File: config.mk
export PLATFORM = sky130hd
export DESIGN_NAME = datareg_bank_flat
export DESIGN_NICKNAME = d
export VERILOG_FILES = /design/src/rtl/datareg_bank_if.sv /design/src/rtl/datareg_bank.sv /design/src/flat_wrapper.sv
export SDC_FILE = /design/constraint.sdc
export NUM_CORES = 1
export LEC_CHECK = 0
export CORE_AREA = 2 2 104 66
export DETAILED_ROUTE_END_ITERATION = 8
export DIE_AREA = 0 0 106 68
export PLACE_DENSITY = 0.85
export SETUP_SLACK_MARGIN = 0.15
export SKIP_CTS_REPAIR_TIMING = 1
export SYNTH_ARGS = -nofsm -noshare
export SYNTH_HDL_FRONTEND = slang
export SYNTH_SLANG_ARGS = --single-unit
File: constraint.sdc
create_clock -name clk_i -period 4.45 [get_ports clk_i]
set_input_delay 0.445 -clock clk_i [delete_from_list [all_inputs] [get_ports clk_i]]
set_output_delay 0.445 -clock clk_i [all_outputs]
set_load 0.02 [all_outputs]
File: src/rtl/datareg_bank_if.sv
// Operation and read-port bundle for datareg_bank. The master drives the
// operation and read addresses; the slave (the bank) returns registered data and flags.
interface datareg_bank_if #(
  parameter int WIDTH  = 8,
  parameter int ADDR_W = 2
);
  logic              we_i;
  logic [ADDR_W-1:0] waddr_i;
  logic [2:0]        op_i;
  logic [WIDTH-1:0]  in_i;
  logic [ADDR_W-1:0] raddr_a_i;
  logic [ADDR_W-1:0] raddr_b_i;
  logic [WIDTH-1:0]  out_a_o;
  logic [WIDTH-1:0]  out_b_o;
  logic              c_o;
  logic              z_o;

  modport master (
    output we_i, waddr_i, op_i, in_i, raddr_a_i, raddr_b_i,
    input  out_a_o, out_b_o, c_o, z_o
  );

  modport slave (
    input  we_i, waddr_i, op_i, in_i, raddr_a_i, raddr_b_i,
    output out_a_o, out_b_o, c_o, z_o
  );
endinterface

File: src/rtl/datareg_bank.sv
// Register bank of 2**ADDR_W data registers with a single ALU write port
// (load/inc/dec/shift/rotate/clear), carry and zero flags, and two forwarded read ports.
module datareg_bank #(
  parameter int WIDTH  = 8,
  parameter int ADDR_W = 2
) (
  input logic           clk_i,
  input logic           rst_i,
  datareg_bank_if.slave bus
);
  localparam int NREG = 2 ** ADDR_W;

  localparam logic [2:0] OP_HOLD = 3'b000;
  localparam logic [2:0] OP_LOAD = 3'b001;
  localparam logic [2:0] OP_INC  = 3'b010;
  localparam logic [2:0] OP_DEC  = 3'b011;
  localparam logic [2:0] OP_SHL  = 3'b100;
  localparam logic [2:0] OP_SHR  = 3'b101;
  localparam logic [2:0] OP_ROTL = 3'b110;
  localparam logic [2:0] OP_CLR  = 3'b111;

  localparam logic [WIDTH-1:0] ONE_W  = {{(WIDTH-1){1'b0}}, 1'b1};
  localparam logic [WIDTH-1:0] ZERO_W = {WIDTH{1'b0}};

  // Returns {carry, result} of one ALU operation on register value r.
  function automatic logic [WIDTH:0] exec_op(
    input logic [2:0]       op,
    input logic [WIDTH-1:0] r,
    input logic [WIDTH-1:0] d
  );
    logic [WIDTH:0] res;
    case (op)
      OP_LOAD: res = {1'b0, d};
      OP_INC:  res = {&r, r + ONE_W};
      OP_DEC:  res = {~|r, r - ONE_W};
      OP_SHL:  res = {r[WIDTH-1], r[WIDTH-2:0], 1'b0};
      OP_SHR:  res = {r[0], 1'b0, r[WIDTH-1:1]};
      OP_ROTL: res = {r[WIDTH-1], r[WIDTH-2:0], r[WIDTH-1]};
      OP_CLR:  res = {1'b0, ZERO_W};
      default: res = {1'b0, r};
    endcase
    return res;
  endfunction

  logic [WIDTH-1:0] regs_r [NREG];
  logic [WIDTH-1:0] out_a_r;
  logic [WIDTH-1:0] out_b_r;
  logic             c_r;
  logic             z_r;

  logic             exec_s;
  logic [WIDTH-1:0] cur_s;
  logic [WIDTH-1:0] res_s;
  logic             carry_s;
  logic [WIDTH-1:0] rd_a_s;
  logic [WIDTH-1:0] rd_b_s;

  // ALU result for the addressed register plus read data forwarded from that result.
  always_comb begin
    exec_s           = bus.we_i && (bus.op_i != OP_HOLD);
    cur_s            = regs_r[bus.waddr_i];
    {carry_s, res_s} = exec_op(bus.op_i, cur_s, bus.in_i);
    if (exec_s && (bus.raddr_a_i == bus.waddr_i)) begin
      rd_a_s = res_s;
    end else begin
      rd_a_s = regs_r[bus.raddr_a_i];
    end
    if (exec_s && (bus.raddr_b_i == bus.waddr_i)) begin
      rd_b_s = res_s;
    end else begin
      rd_b_s = regs_r[bus.raddr_b_i];
    end
  end

  // Register file, flags and read-port registers; reset discards any concurrent operation.
  always_ff @(posedge clk_i) begin
    if (rst_i) begin
      for (int i = 0; i < NREG; i++) begin
        regs_r[i] <= ZERO_W;
      end
      out_a_r <= ZERO_W;
      out_b_r <= ZERO_W;
      c_r     <= 1'b0;
      z_r     <= 1'b0;
    end else begin
      if (exec_s) begin
        regs_r[bus.waddr_i] <= res_s;
        c_r                 <= carry_s;
        z_r                 <= ~|res_s;
      end
      out_a_r <= rd_a_s;
      out_b_r <= rd_b_s;
    end
  end

  assign bus.out_a_o = out_a_r;
  assign bus.out_b_o = out_b_r;
  assign bus.c_o     = c_r;
  assign bus.z_o     = z_r;
endmodule

File: src/flat_wrapper.sv
// flat-port wrapper written by rule: the top's interface ports become plain ports
module datareg_bank_flat 
#(
  parameter int WIDTH  = 8,
  parameter int ADDR_W = 2
)
  (clk_i, rst_i, bus_we_i, bus_waddr_i, bus_op_i, bus_in_i, bus_raddr_a_i, bus_raddr_b_i, bus_out_a_o, bus_out_b_o, bus_c_o, bus_z_o);
  datareg_bank_if #(.WIDTH(WIDTH), .ADDR_W(ADDR_W)) bus_i ();
  input logic clk_i;
  input logic rst_i;
  input wire logic [$bits(bus_i.we_i)-1:0] bus_we_i;
  input wire logic [$bits(bus_i.waddr_i)-1:0] bus_waddr_i;
  input wire logic [$bits(bus_i.op_i)-1:0] bus_op_i;
  input wire logic [$bits(bus_i.in_i)-1:0] bus_in_i;
  input wire logic [$bits(bus_i.raddr_a_i)-1:0] bus_raddr_a_i;
  input wire logic [$bits(bus_i.raddr_b_i)-1:0] bus_raddr_b_i;
  output wire logic [$bits(bus_i.out_a_o)-1:0] bus_out_a_o;
  output wire logic [$bits(bus_i.out_b_o)-1:0] bus_out_b_o;
  output wire logic [$bits(bus_i.c_o)-1:0] bus_c_o;
  output wire logic [$bits(bus_i.z_o)-1:0] bus_z_o;
  assign bus_i.we_i = bus_we_i;
  assign bus_i.waddr_i = bus_waddr_i;
  assign bus_i.op_i = bus_op_i;
  assign bus_i.in_i = bus_in_i;
  assign bus_i.raddr_a_i = bus_raddr_a_i;
  assign bus_i.raddr_b_i = bus_raddr_b_i;
  assign bus_out_a_o = bus_i.out_a_o;
  assign bus_out_b_o = bus_i.out_b_o;
  assign bus_c_o = bus_i.c_o;
  assign bus_z_o = bus_i.z_o;
  datareg_bank #(.WIDTH(WIDTH), .ADDR_W(ADDR_W)) u_core (.clk_i(clk_i), .rst_i(rst_i), .bus(bus_i));
endmodule
==> run summary <==
status = complete, but fails checks
failing checks = design-rule violations
Clock transition at path regs = 0.10 ns
maximum clock insertion buffer count = 2
CORE AREA = 6360 um^2
post-synthesis net count = 353
Worst Setup Path Type = in -> reg
Setup-failing EPs final = 0
Starting Density = 52.9%
Rel. slew slack = 38.9%
Power Density = 295 nW/um^2
Die H = 68 um
CTS HTree Levels = 2
Synth Area in XOR/XNOR = 1.30%
Setup crit start kind = input pin
vias in the first global route = 2643
top cell type's share of synthesized area = 28.6%
max frequency = 260 MHz
Final nets = 386
period utilisation layout = 86.5%
CTS tree = built
Num CTS Buffers = 5
final core occ = 61.6%
Via density = 6.41
Port-buffer cells = 37
antenna-violating nets left = 0
# diodes = 0
Main synth FF type = edfxtp_1
Final Hold Violating Endpoints = 0
Max VDD drop = 0.144 mV
clock latency on the worst-skew pair = 0.32 ns
clock skew = 0.0138 ns
RePlAce Congestion = 0.973
Critical Path RT = 4.68 ns
Iteration-0 DRC Markers = 322
largest net degree at the start of global routing = 20
crit-path cells = clkdlybuf4s50_1 -> buf_4 -> mux4_1 -> ha_1 -> o21a_1 -> o21ai_0 -> a311oi_1 -> o21ai_0 -> nand3b_1 -> o31ai_1 -> o31ai_1
simple-gate share of the synthesized area = 17.4%
global route total overflow = 0
initial antenna violation count = 0
GRT Total Usage = 27.1%
flops & latches, synth = 50
via count = 2866
distinct cell type count after synthesis = 57
most used standard cell by instance count after synthesis = nor2_1
peak per-stage delay on the critical path = 0.75 ns
placed insts = 439
largest family of logic cells by synthesized area = multiplexers
Crit-path slowest cell = mux4_1
crit path DAT = 4.08 ns
std cell rows = 23
synth-to-layout area growth = 16.4%
final non-filler cell total = 447
die span in x = 106 um
Detailed Route WL = 9.17 mm
register area share after synthesis = 39.3%
Commonest cells post-synth = 56 x nor2_1, 32 x edfxtp_1, 25 x nand2_1
Clock Sinks = 50
DIE AREA = 7210 um^2
worst-path maximum fanout = 16
I/O pins = 38
Post-synth ARST share = 0%
post-synthesis cell area = 3360 um^2
wire length per cell = 20.5 um
Adder-Cell Fraction of Synth Area = 2.83%
share of layout cells above drive strength 1 = 14.2%
post-synthesis compound-gate area fraction = 15.8%
Post-synth EDFFs = 32
final critical-path required period = 3.85 ns
First-pass DRT Iterations = 7
crit-path leading delay family = compound AO/OA/AOI/OAI gates
Yosys warning total = 0
unrepaired setup endpoints after global routing = no
CP Capture Type = flip-flop
Final Max Tran Viols = 0
detailed-route DRC error count = 1
largest area contributor in the synthesized netlist = edfxtp_1
post-DP HPWL = 6.70 mm
Slew @ Worst Pin = 0.909 ns
max cap viols = 0
leakage = 1.42 nW
mean post-synth cell area = 10.3 um^2
mux cell area share after synthesis = 19.3%
Worst Hold Class = reg -> reg
Root Buffer = clkbuf_8
TNS Setup = 0 ns
Cells after Synth = 326
WP buf/inv = 2
first-pass GRT wire length = 14.6 mm
synth top area cells = edfxtp_1 29%, mux4_2 14%, dfxtp_1 11%
==> layer usage <==
layer | routed length [um] | global-route usage, % | vias up | share of wire, %
met5 | 0 | 0 | - | 0
met4 | 128 | 4.77 | 0 | 1.4
met3 | 1440 | 9.71 | 16 | 16
met2 | 3660 | 39.9 | 223 | 40
met1 | 3930 | 39.3 | 1317 | 43
li1 | - | - | 1310 | -
==> tightest hold or removal path, stage by stage, from the launching register on <==
cell and delay, ns:
dfxtp_1 0.32, nor2_1 0.10, a211oi_1 0.05
==> state kept, by name (all words and copies together) (netlist names) <==
register            count
u_core.regs_r          32
u_core.bus.out_a_o      8
u_core.bus.out_b_o      8
u_core.bus.c_o          1
u_core.bus.z_o          1
==> final timing paths <==
check | slack (ns) | startpoint | depth (start not counted) | endpoint
max | 0.60 | bus_waddr_i[0] | 11 | u_core.bus.out_a_o[7]
min | 0.51 | u_core.bus.c_o | 2 | u_core.bus.c_o
max reg2reg | 1.19 | u_core.regs_r[2][1] | 9 | u_core.bus.z_o
min reg2reg | 0.51 | u_core.bus.c_o | 2 | u_core.bus.c_o
==> where the power goes <==
group          internal, mW  switching, mW  leakage [nW]
Clock                 0.117          0.176        0.0502
Combinational         0.135          0.184         0.890
Sequential            0.524         0.0191         0.481
Total                 0.776          0.379          1.42
==> cell type report <==
| class | instances | area (um^2) |
|---|---|---|
| Clock buffer | 5 | 68.8 |
| Clock inverter | 3 | 28.8 |
| Fill cell | 525 | 2440 |
| Inverter | 6 | 22.5 |
| Multi-Input combinational cell | 247 | 1900 |
| Sequential cell | 50 | 1320 |
| Tap cell | 87 | 109 |
| Timing Repair Buffer | 49 | 460 |
==> cells by family after synthesis <==
| kind of cell | Yosys count |
|---|---|
| AND/OR/NAND/NOR | 126 |
| flip-flops | 50 |
| buffers and inverters | 29 |
| XOR/XNOR | 5 |
| multiplexers | 33 |
| adder cells (fa/ha/maj) | 7 |
| AO/OA/AOI/OAI | 76 |
==> stage by stage <==
stage	setup slack, ns	instance area, um^2	power [mW]	hold slack (ns)
floorplan	1.35	3360	0.753	0.570
global placement	0.516	3820	0.856	0.490
detailed placement	0.358	3820	0.862	0.495
CTS	0.698	3920	1.14	0.508
global route	0.411	3920	1.20	0.540
finish	0.599	3920	1.16	0.506
==> cell usage in the layout (no fill, tap or decap), types with 6 or more instances in the layout <==
| master | synthesis | layout |
|---|---|---|
| nand2_1 | 25 | 25 |
| a21oi_1 | 21 | 21 |
| nor2_1 | 56 | 56 |
| mux2i_1 | 6 | 6 |
| clkdlybuf4s50_1 | 0 | 37 |
| ha_1 | 6 | 6 |
| nor3_1 | 7 | 7 |
| buf_4 | 0 | 12 |
| edfxtp_1 | 32 | 32 |
| nand2b_1 | 8 | 8 |
| dfxtp_1 | 18 | 18 |
| mux4_2 | 21 | 21 |
| o21a_1 | 6 | 6 |
| o21ai_0 | 9 | 9 |
| inv_1 | 6 | 6 |
No activity file was read; power rests on OpenSTA's default activity.
